===== src/rtl/rtc_pkg.sv =====
// Shared definitions for the RTC shadow bank.
// Field index constants for the time/date bank, the default field width and
// the write-back sequencer state encoding.
package rtc_pkg;

  localparam int DW_DEFAULT = 8;

  localparam int F_SEC   = 0;
  localparam int F_MIN   = 1;
  localparam int F_HOUR  = 2;
  localparam int F_DAY   = 3;
  localparam int F_MONTH = 4;
  localparam int F_YEAR  = 5;

  typedef enum logic [1:0] {
    IDLE = 2'd0,
    SEND = 2'd1,
    DONE = 2'd2
  } wb_state_t;

endpackage


===== src/rtl/rtc_shadow_bank_if.sv =====
// Write-back stream from the shadow bank to the RTC write path.
//   wb_valid  byte on wb_idx/wb_data is valid
//   wb_ready  RTC write path accepts the current byte
//   wb_idx    field index of the byte
//   wb_data   field byte
//   bus_oe    registered drive enable for the RTC data bus
// master: shadow bank side; slave: RTC write path side.
interface rtc_shadow_bank_if #(
  parameter int DW   = 8,
  parameter int IDXW = 3
);

  logic            wb_valid;
  logic            wb_ready;
  logic [IDXW-1:0] wb_idx;
  logic [DW-1:0]   wb_data;
  logic            bus_oe;

  modport master (
    output wb_valid,
    output wb_idx,
    output wb_data,
    output bus_oe,
    input  wb_ready
  );

  modport slave (
    input  wb_valid,
    input  wb_idx,
    input  wb_data,
    input  bus_oe,
    output wb_ready
  );

endinterface


===== src/rtl/bcd_byte_check.sv =====
// Combinational BCD validity check of a captured byte.
//   data  captured byte (DW bits, packed BCD nibbles)
//   ok    1 when every complete nibble is in 0..9
module bcd_byte_check #(
  parameter int DW = 8
) (
  input  logic [DW-1:0] data,
  output logic          ok
);

  localparam int unsigned NNIB = DW / 4;

  always_comb begin
    ok = 1'b1;
    for (int unsigned n = 0; n < NNIB; n++) begin
      if (data[n*4 +: 4] > 4'd9) ok = 1'b0;
    end
  end

endmodule


===== src/rtl/rtc_shadow_bank.sv =====
// Clocked staging/shadow bank between the RTC bus controller and the VGA
// time display, with a valid/ready write-back sequencer to the RTC.
//   clk, reset      system clock, asynchronous active-high reset
//   cap_valid/idx/data  byte capture from the RTC read path
//   commit          copy staging -> shadow (deferred while write-back busy)
//   wb_start        stream every shadow field out through `wb`
//   wb              write-back stream (valid/ready/idx/data) and bus_oe
//   wb_busy         sequencer not idle
//   wb_done         one-cycle pulse after the last field is accepted
//   shadow_flat     shadow bank, field i at [i*DW +: DW]
//   stage_dirty     staging field written since last commit
//   cap_err         one-cycle pulse when a capture is rejected
module rtc_shadow_bank
  import rtc_pkg::*;
#(
  parameter int NFIELDS   = 6,
  parameter int DW        = DW_DEFAULT,
  parameter int IDXW      = 3,
  parameter bit BCD_CHECK = 1'b1
) (
  input  logic                  clk,
  input  logic                  reset,
  input  logic                  cap_valid,
  input  logic [IDXW-1:0]       cap_idx,
  input  logic [DW-1:0]         cap_data,
  input  logic                  commit,
  input  logic                  wb_start,
  rtc_shadow_bank_if.master     wb,
  output logic                  wb_busy,
  output logic                  wb_done,
  output logic [NFIELDS*DW-1:0] shadow_flat,
  output logic [NFIELDS-1:0]    stage_dirty,
  output logic                  cap_err
);

  wb_state_t state, state_n;

  logic [DW-1:0]      stage    [NFIELDS];
  logic [DW-1:0]      stage_n  [NFIELDS];
  logic [DW-1:0]      shadow   [NFIELDS];
  logic [DW-1:0]      shadow_n [NFIELDS];
  logic [NFIELDS-1:0] dirty_n;

  logic            commit_pend, commit_pend_n, commit_apply;
  logic            bcd_ok, idx_ok, cap_ok;
  logic            handshake, last_field;
  logic [IDXW-1:0] idx_inc, idx_n;
  logic [DW-1:0]   next_field, data_n;

  // ---------------------------------------------------------------------
  // Capture qualification
  // ---------------------------------------------------------------------
  bcd_byte_check #(.DW(DW)) u_bcd (
    .data (cap_data),
    .ok   (bcd_ok)
  );

  assign idx_ok = {1'b0, cap_idx} < (IDXW+1)'(NFIELDS);
  assign cap_ok = cap_valid && idx_ok && (bcd_ok || !BCD_CHECK);

  // Commits land only in IDLE or in the DONE cycle, so the shadow stays a
  // frozen snapshot for the whole SEND phase.
  assign commit_apply = ((state == IDLE) && commit) ||
                        ((state == DONE) && (commit || commit_pend));

  always_comb begin
    if (commit_apply)  commit_pend_n = 1'b0;
    else if (commit)   commit_pend_n = 1'b1;
    else               commit_pend_n = commit_pend;
  end

  // Copying from the post-capture staging image gives the same-cycle
  // capture bypass into the shadow for free.
  always_comb begin
    stage_n  = stage;
    shadow_n = shadow;
    dirty_n  = stage_dirty;
    for (int unsigned i = 0; i < NFIELDS; i++) begin
      if (cap_ok && (cap_idx == IDXW'(i))) begin
        stage_n[i] = cap_data;
        dirty_n[i] = 1'b1;
      end
    end
    if (commit_apply) begin
      shadow_n = stage_n;
      dirty_n  = '0;
    end
  end

  for (genvar g = 0; g < NFIELDS; g++) begin : g_flat
    assign shadow_flat[g*DW +: DW] = shadow[g];
  end

  // ---------------------------------------------------------------------
  // Write-back sequencer
  // ---------------------------------------------------------------------
  assign handshake  = (state == SEND) && wb.wb_ready;
  assign last_field = (wb.wb_idx == IDXW'(NFIELDS-1));
  assign idx_inc    = wb.wb_idx + 1'b1;

  always_comb begin
    next_field = '0;
    for (int unsigned i = 0; i < NFIELDS; i++) begin
      if (idx_inc == IDXW'(i)) next_field = shadow[i];
    end
  end

  always_ff @(posedge clk or posedge reset) begin
    if (reset) state <= IDLE;
    else       state <= state_n;
  end

  always_comb begin
    state_n = state;
    idx_n   = wb.wb_idx;
    data_n  = wb.wb_data;
    case (state)
      IDLE: begin
        if (wb_start) begin
          state_n = SEND;
          idx_n   = '0;
          // A commit in the start cycle is already in shadow_n, keeping the
          // first byte consistent with the rest of the stream.
          data_n  = shadow_n[0];
        end
      end
      SEND: begin
        if (handshake) begin
          if (last_field) begin
            state_n = DONE;
          end else begin
            idx_n  = idx_inc;
            data_n = next_field;
          end
        end
      end
      DONE: begin
        state_n = IDLE;
        idx_n   = '0;
      end
      default: begin
        state_n = IDLE;
        idx_n   = '0;
      end
    endcase
  end

  // ---------------------------------------------------------------------
  // Registers
  // ---------------------------------------------------------------------
  always_ff @(posedge clk or posedge reset) begin
    if (reset) begin
      stage       <= '{default: '0};
      shadow      <= '{default: '0};
      stage_dirty <= '0;
      commit_pend <= 1'b0;
      cap_err     <= 1'b0;
      wb.wb_idx   <= '0;
      wb.wb_data  <= '0;
      wb.wb_valid <= 1'b0;
      wb.bus_oe   <= 1'b0;
      wb_busy     <= 1'b0;
      wb_done     <= 1'b0;
    end else begin
      stage       <= stage_n;
      shadow      <= shadow_n;
      stage_dirty <= dirty_n;
      commit_pend <= commit_pend_n;
      cap_err     <= cap_valid && !cap_ok;
      wb.wb_idx   <= idx_n;
      wb.wb_data  <= data_n;
      wb.wb_valid <= (state_n == SEND);
      wb.bus_oe   <= (state_n == SEND);
      wb_busy     <= (state_n != IDLE);
      wb_done     <= (state_n == DONE);
    end
  end

endmodule


===== src/flat_wrapper.sv =====
// flat-port wrapper written by rule: the top's interface ports become plain ports
module rtc_shadow_bank_flat import rtc_pkg::*;
#(
  parameter int NFIELDS   = 6,
  parameter int DW        = DW_DEFAULT,
  parameter int IDXW      = 3,
  parameter bit BCD_CHECK = 1'b1
)
  (clk, reset, cap_valid, cap_idx, cap_data, commit, wb_start, wb_busy, wb_done, shadow_flat, stage_dirty, cap_err, wb_wb_valid, wb_wb_idx, wb_wb_data, wb_bus_oe, wb_wb_ready);
  rtc_shadow_bank_if #(.DW(DW), .IDXW(IDXW)) wb_i ();
  input  logic clk;
  input  logic reset;
  input  logic cap_valid;
  input  logic [IDXW-1:0] cap_idx;
  input  logic [DW-1:0] cap_data;
  input  logic commit;
  input  logic wb_start;
  output logic wb_busy;
  output logic wb_done;
  output logic [NFIELDS*DW-1:0] shadow_flat;
  output logic [NFIELDS-1:0] stage_dirty;
  output logic cap_err;
  output wire logic [$bits(wb_i.wb_valid)-1:0] wb_wb_valid;
  output wire logic [$bits(wb_i.wb_idx)-1:0] wb_wb_idx;
  output wire logic [$bits(wb_i.wb_data)-1:0] wb_wb_data;
  output wire logic [$bits(wb_i.bus_oe)-1:0] wb_bus_oe;
  input wire logic [$bits(wb_i.wb_ready)-1:0] wb_wb_ready;
  assign wb_wb_valid = wb_i.wb_valid;
  assign wb_wb_idx = wb_i.wb_idx;
  assign wb_wb_data = wb_i.wb_data;
  assign wb_bus_oe = wb_i.bus_oe;
  assign wb_i.wb_ready = wb_wb_ready;
  rtc_shadow_bank #(.NFIELDS(NFIELDS), .DW(DW), .IDXW(IDXW), .BCD_CHECK(BCD_CHECK)) u_core (.clk(clk), .reset(reset), .cap_valid(cap_valid), .cap_idx(cap_idx), .cap_data(cap_data), .commit(commit), .wb_start(wb_start), .wb(wb_i), .wb_busy(wb_busy), .wb_done(wb_done), .shadow_flat(shadow_flat), .stage_dirty(stage_dirty), .cap_err(cap_err));
endmodule

===== config.mk =====
export PLATFORM = sky130hd
export DESIGN_NAME = rtc_shadow_bank_flat
export DESIGN_NICKNAME = d
export VERILOG_FILES = /design/src/rtl/rtc_pkg.sv /design/src/rtl/rtc_shadow_bank_if.sv /design/src/rtl/bcd_byte_check.sv /design/src/rtl/rtc_shadow_bank.sv /design/src/flat_wrapper.sv
export SDC_FILE = /design/constraint.sdc
export NUM_CORES = 1
export LEC_CHECK = 0
export ABC_AREA = 1
export BUFFER_PORTS_ARGS = -buffer_cell sky130_fd_sc_hd__buf_2
export CAP_MARGIN = 20
export CORE_MARGIN = 2
export CORE_UTILIZATION = 50
export CTS_BUF_LIST = sky130_fd_sc_hd__clkbuf_8
export CTS_CLUSTER_DIAMETER = 100
export DETAILED_ROUTE_END_ITERATION = 8
export HOLD_SLACK_MARGIN = 0.06
export PLACE_DENSITY = 0.83
export SYNTH_ARGS = -nofsm -noshare
export SYNTH_HDL_FRONTEND = slang
export SYNTH_SLANG_ARGS = --single-unit

===== constraint.sdc =====
create_clock -name clk -period 3.1 [get_ports clk]
set_input_delay 0.155 -clock clk [delete_from_list [all_inputs] [get_ports clk]]
set_output_delay 0.155 -clock clk [all_outputs]
set_load 0.05 [all_outputs]

* Word level (Yosys, flattened, before mapping)
Cells that the tools add are included.
Cells by class: add/sub/neg operators 1, eq/ne operators 18, muxes and demuxes 36, reduce and logical (&&, ||, !) cells 29, order comparisons 3
Operators by type and width (number):
- $mux 8 | 15
- $mux 48 | 1
- $reduce_bool 2->1 | 9
- $pmux 8 s2 | 1
- $eq 3x3->1 const B | 5
- $eq 3x2->1 const B | 4
- $logic_and 1x1->1 | 12
- $mux 1 | 10
- $mux 3 | 3
- $gt 4x4->1 const B | 2
- $eq 3x1->1 const B | 2
- $logic_not 3->1 | 2
- $mux 2 | 3
- $mux 6 | 1
- $pmux 3 s2 | 1
- $eq 2x1->1 const B | 2
- $eq 2x2->1 const B | 2
- $ne 2x2->1 const B | 2
- $pmux 2 s2 | 1
- $reduce_and 4->1 | 1
- $add 3x1->3 const B | 1
- $lt 3x3->1 const B | 1
- $reduce_and 3->1 | 1
- $logic_not 2->1 | 1
- other kinds (3) | 4
Storage, ports and cells: logic and storage cells 113, register bits after elaboration 120, output and inout port bits 70

* Longest topological paths before layout
depth in word-level cells 11, mapped depth 15, depth with buffers taken out 14

* Modules after synthesis
A second synthesis with hierarchy kept.
Unflattened totals: cells, all modules 650, area total of the unflattened synthesis 5382.7 µm²
Modules (own cells, without submodules):
- rtc_shadow_bank | seq. area each 3002.9 µm², instances 1, area an instance 5356.4 µm², cells each 643
- bcd_byte_check | seq. area each 0.0 µm², instances 1, area an instance 26.3 µm², cells each 7

* Worst setup path before layout
OpenSTA, ideal clock, no wires.
kind register -> register, from register u_core.wb.wb_idx[0], to register u_core.wb.wb_data[2], required time 3.034 ns, setup slack 0.933 ns, data arrival time 2.101 ns, cell stages (with the launch flop) 14, path buffers 2, path through dfrtp_1 -> ha_1 -> nand2_1 -> nand2_1 -> clkbuf_1 -> buf_2 -> nand3_1 -> nand3_1 -> nand3_1 -> nand2_1 -> nand2_1 -> nand2_1 -> nand3_1 -> nand2_1
On the way: word-level cells in the longest chain between the ends 11, elaborated cells between the ends (all ways) 19, classes of those cells 1 x add/sub; 7 x eq/ne; 9 x mux; 2 x reduce/logical
Ends and longest elaborated chain:
- start: declaration | line rtc_shadow_bank_if.sv:21 | output wb_idx,
- start signal: assignment | line rtc_shadow_bank.sv:170 | wb.wb_idx <= idx_n;
- $add 3x1->3 | line rtc_shadow_bank.sv:99 | assign idx_inc = wb.wb_idx + 1'b1;
- $logic_not 3->1 | line rtc_shadow_bank.sv:104 | if (idx_inc == IDXW'(i)) next_field = shadow[i];
- $mux 8 (6 in a row) | line rtc_shadow_bank.sv:104
- $mux 8 | line rtc_shadow_bank.sv:129 | if (last_field) begin
- $mux 8 | line rtc_shadow_bank.sv:128 | if (handshake) begin
- $pmux 8 s2 | line rtc_shadow_bank.sv:117 | case (state)
- end signal: assignment | line rtc_shadow_bank.sv:171 | wb.wb_data <= data_n;
- end: declaration | line rtc_shadow_bank_if.sv:22 | output wb_data,
Parallel ways exist; a longest one is shown, timed or not. The select of a mux whose other input is x is not followed. A chain may end at the register's enable or synchronous reset.

* Final worst setup path
from register u_core.wb.wb_idx[0], to register u_core.wb.wb_data[5]
Same word-level chain as after synthesis.

==> flow_summary_export.csv <==
group,metric,value,unit
yosys,synth_seq_area_share,0.5507,
final_layout,final_nets,764,
route,vias,4653,
floorplan,initial_utilization,0.5075,
route,final_antenna_net_count,0,
worst_hold_path,hp-class,"in -> reg",
job,drv_cap,0,
timing,holdWs,191.2,ps
clock_tree,cts_tree,"done",
global_routing,grt_pass1_vias,4519,
global_routing,grt_usage,0.2650,
place,dp.cells,858,
final_layout,n_antenna_cell,0,
timing,finalSetupViolations,0,
timing,period_needed,2515,ps
route,wl_per_cell,15.98,um
final_layout,n_fill_cell,961,
timing,rsz0062_at_grt,"no",
clock_tree,root_buffer,"clkbuf_8",
clock_tree,cts_resized,0,
clock_tree,clk_pin_slew_worst_paths,80,ps
worst_hold_path,worstHoldPathCells,3,
global_routing,grt_max_degree,78,
yosys,synth.distinct_cells,28,
floorplan,core-area,0.01075,mm^2
final_layout,final_cells,895,
final_layout,multi_input_area,0.001962,mm^2
global_routing,grt_pass1_wl,23.23,mm
final_layout,regArea,0.003003,mm^2
worst_hold_path,worstHoldStart,"cap_data[0]",
yosys,ys_warn_count,0,
final_layout,finalInstanceArea,0.006461,mm^2
floorplan,die-height,108.4,um
place,numPortBuffers,86,
worst_hold_path,whs_endpoint,"u_core.stage[16]",
clock_tree,cts_buffer_depth,2,
clock_tree,cts_buffers,17,
worst_setup_path,rr_endpoint,"u_core.wb.wb_data[5]",
yosys,ys_top_cells_by_area,"dfrtp_1 (55%), nand2_1 (15%), inv_1 (6.6%)",
worst_setup_path,reg2reg_slack,580,ps
worst_setup_path,critPathMaxFanout,22,
route,drc,0,
route,wl,14.30,mm
yosys,synthArstFlopShare,1.000,
clock_tree,htreeDepth,4,
yosys,syn_inst,649,
floorplan,num_rows,38,
timing,hold_violations,0,
timing,fin_skew,15.13,ps
pwr,p_switching,3.464,mW
yosys,syn_avg_cell_area,8.402,um^2
pwr,pwr-share-seq,0.336,
worst_setup_path,path_cells,"ha_1 -> inv_1 -> nand2_1 -> nand2_1 -> nand2_1 -> inv_1 -> nand2_1 -> nand3_1 -> nand2_1 -> nand2_1 -> nand2_1 -> nand3_1 -> nand2_1",
timing,timing.final.crit_share,0.8114,
worst_setup_path,crit_path_frequent_cell,"nand2_1",
place,placed_area,0.006003,mm^2
final_layout,drive_gt1_frac,0.1987,
run_status,status,"completed",
timing,tns,0,ps
clock_tree,clk_latency,450,ps
timing,tightest_slew,835.4,ps
timing,setup_ws,584.5,ps
final_layout,syn2layout_area_growth,18.49,%
worst_setup_path,endpoint_kind,"flop",
route,drt-pass1-iter-count,5,
worst_setup_path,max_stage_delay,490,ps
yosys,ys_ff_latch,120,
yosys,syn_nets,671,
worst_setup_path,start_kind,"flop",
yosys,synth_most_common_cell,"nand2_1",
place,hpwlAfterDp,10.05,mm
yosys,yosysTopAreaCellShare,0.5507,
yosys,ys.flop_type,"dfrtp_1",
place,post-place-ws,635.7,ps
pwr,swShare,0.4917,
pwr,irDropWorstVdd,0.0006098,V
worst_setup_path,r2r_start,"u_core.wb.wb_idx[0]",
global_routing,grt_overflow,0,
worst_setup_path,crit_type,"reg -> reg",
pwr,p_clk_frac,0.202,
place,place.gp.congestion,0.8795,
timing,maxSlewViolCount,0,
floorplan,die_w,108.4,um
yosys,syn-cell-area,0.005453,mm^2
pwr,p_leak,3.456,nW
route,first_iter_violations,334,
pwr,power_density,1090,mW/mm^2
final_layout,fin_util,0.6013,
yosys,synth_common_cells,"nand2_1 (221), dfrtp_1 (120), inv_1 (96), nand3_1 (58), o21ai_0 (52)",
worst_setup_path,crit_required,3430,ps
yosys,yosysTopAreaCell,"dfrtp_1",
worst_setup_path,crit_buf_inv,2,
global_routing,antenna_found_initial,0,
clock_tree,clock-sinks,120,
worst_setup_path,worstPathArrival,2850,ps
route,viasPerCell,5.199,
worst_setup_path,cp_top_family,"simple AND/OR/NAND/NOR gates",
floorplan,ios,87,
pwr,combinationalPowerShare,0.462,
worst_setup_path,reg2reg_depth,13,
floorplan,dieArea,0.01176,mm^2
pwr,intPower,3.582,mW
timing,max_slew_margin,0.4419,
yosys,synth_edf_count,0,
timing,fmax,0.3975,GHz
pwr,total_power,7.046,mW
worst_setup_path,crit_path_top_delay_cell,"nand2_1",
## what timing repair did
action	in CTS	in global routing
buffers inserted	0	0
hold buffers	5	0
endpoints found under the hold margin	42	0
## power groups by stage
stage | Combinational, mW | Sequential (mW) | Clock [mW]
after global placement | 3.18 | 2.38 | 0
after global routing | 3.57 | 2.41 | 1.51
after CTS | 3.25 | 2.36 | 1.44
final | 3.25 | 2.37 | 1.43
after detailed placement | 3.23 | 2.39 | 0
after floorplan | 1.32 | 3.44 | 0
## worst max path at each step
stage	startpoint	to	slack (ps)	depth (start not counted)
2_1_floorplan	u_core.wb.wb_idx[0]	u_core.wb.wb_data[2]	930	13
3_3_place_gp	u_core.wb.wb_idx[0]	u_core.wb.wb_data[7]	690	12
3_5_place_dp	u_core.wb.wb_idx[0]	u_core.wb.wb_data[5]	640	13
4_1_cts	u_core.wb.wb_idx[0]	u_core.wb.wb_data[5]	620	13
5_1_grt	u_core.wb.wb_idx[0]	u_core.wb.wb_data[5]	230	12
6_report	u_core.wb.wb_idx[0]	u_core.wb.wb_data[5]	580	13
## cells by family after synthesis
logic type      count (synthesis)  synth area share
simple gates                  305            0.2478
flops                         120            0.5507
fa+ha+maj                       5           0.01147
compound gates                 98            0.1000
buf+inv                       121           0.08995
## worst reg2reg max path: stages, from the launching register on
cell     delay, ps
dfrtp_1        450
ha_1           240
inv_1           50
nand2_1         50
nand2_1        490
nand2_1        370
inv_1          240
nand2_1         70
nand3_1         90
nand2_1         60
nand2_1         90
nand2_1         70
nand3_1         70
nand2_1         60
## layout make-up
type,instances,share of cell area
clock buffer,19,0.04047
clock inverter,13,0.02266
inverter,97,0.05693
multi-input combinational,408,0.3036
sequential,120,0.4648
tap,140,0.02711
timing repair buffer,98,0.08443
## metal layers
metal,track usage,up-vias,routed length [um]
li1,-,2239,-
met5,0,-,0
met3,0.05365,30,804
met1,0.3580,2230,6371
met2,0.4121,154,6679
met4,0.1236,0,445
## cells in the final DEF, fill, tap and decap left out, types with 8 or more instances in the layout
| cell type | n |
|---|---|
| nand2_1 | 220 |
| clkbuf_8 | 19 |
| nand4_1 | 8 |
| nand3_1 | 58 |
| o21ai_2 | 13 |
| inv_1 | 95 |
| o21ai_1 | 24 |
| dfrtp_1 | 120 |
| o21ai_0 | 52 |
| buf_2 | 86 |
## registers in the layout, indices dropped and copies added, names as in the netlist
name and cells:
u_core.wb.wb_valid 1, u_core.wb_done 1, u_core.wb_busy 1, u_core.commit_pend 1
u_core.stage 48, u_core.wb.wb_data 8, u_core.shadow_flat 48, u_core.state 2
u_core.stage_dirty 6, u_core.cap_err 1, u_core.wb.wb_idx 3
Power figures use the tool's default switching activity.
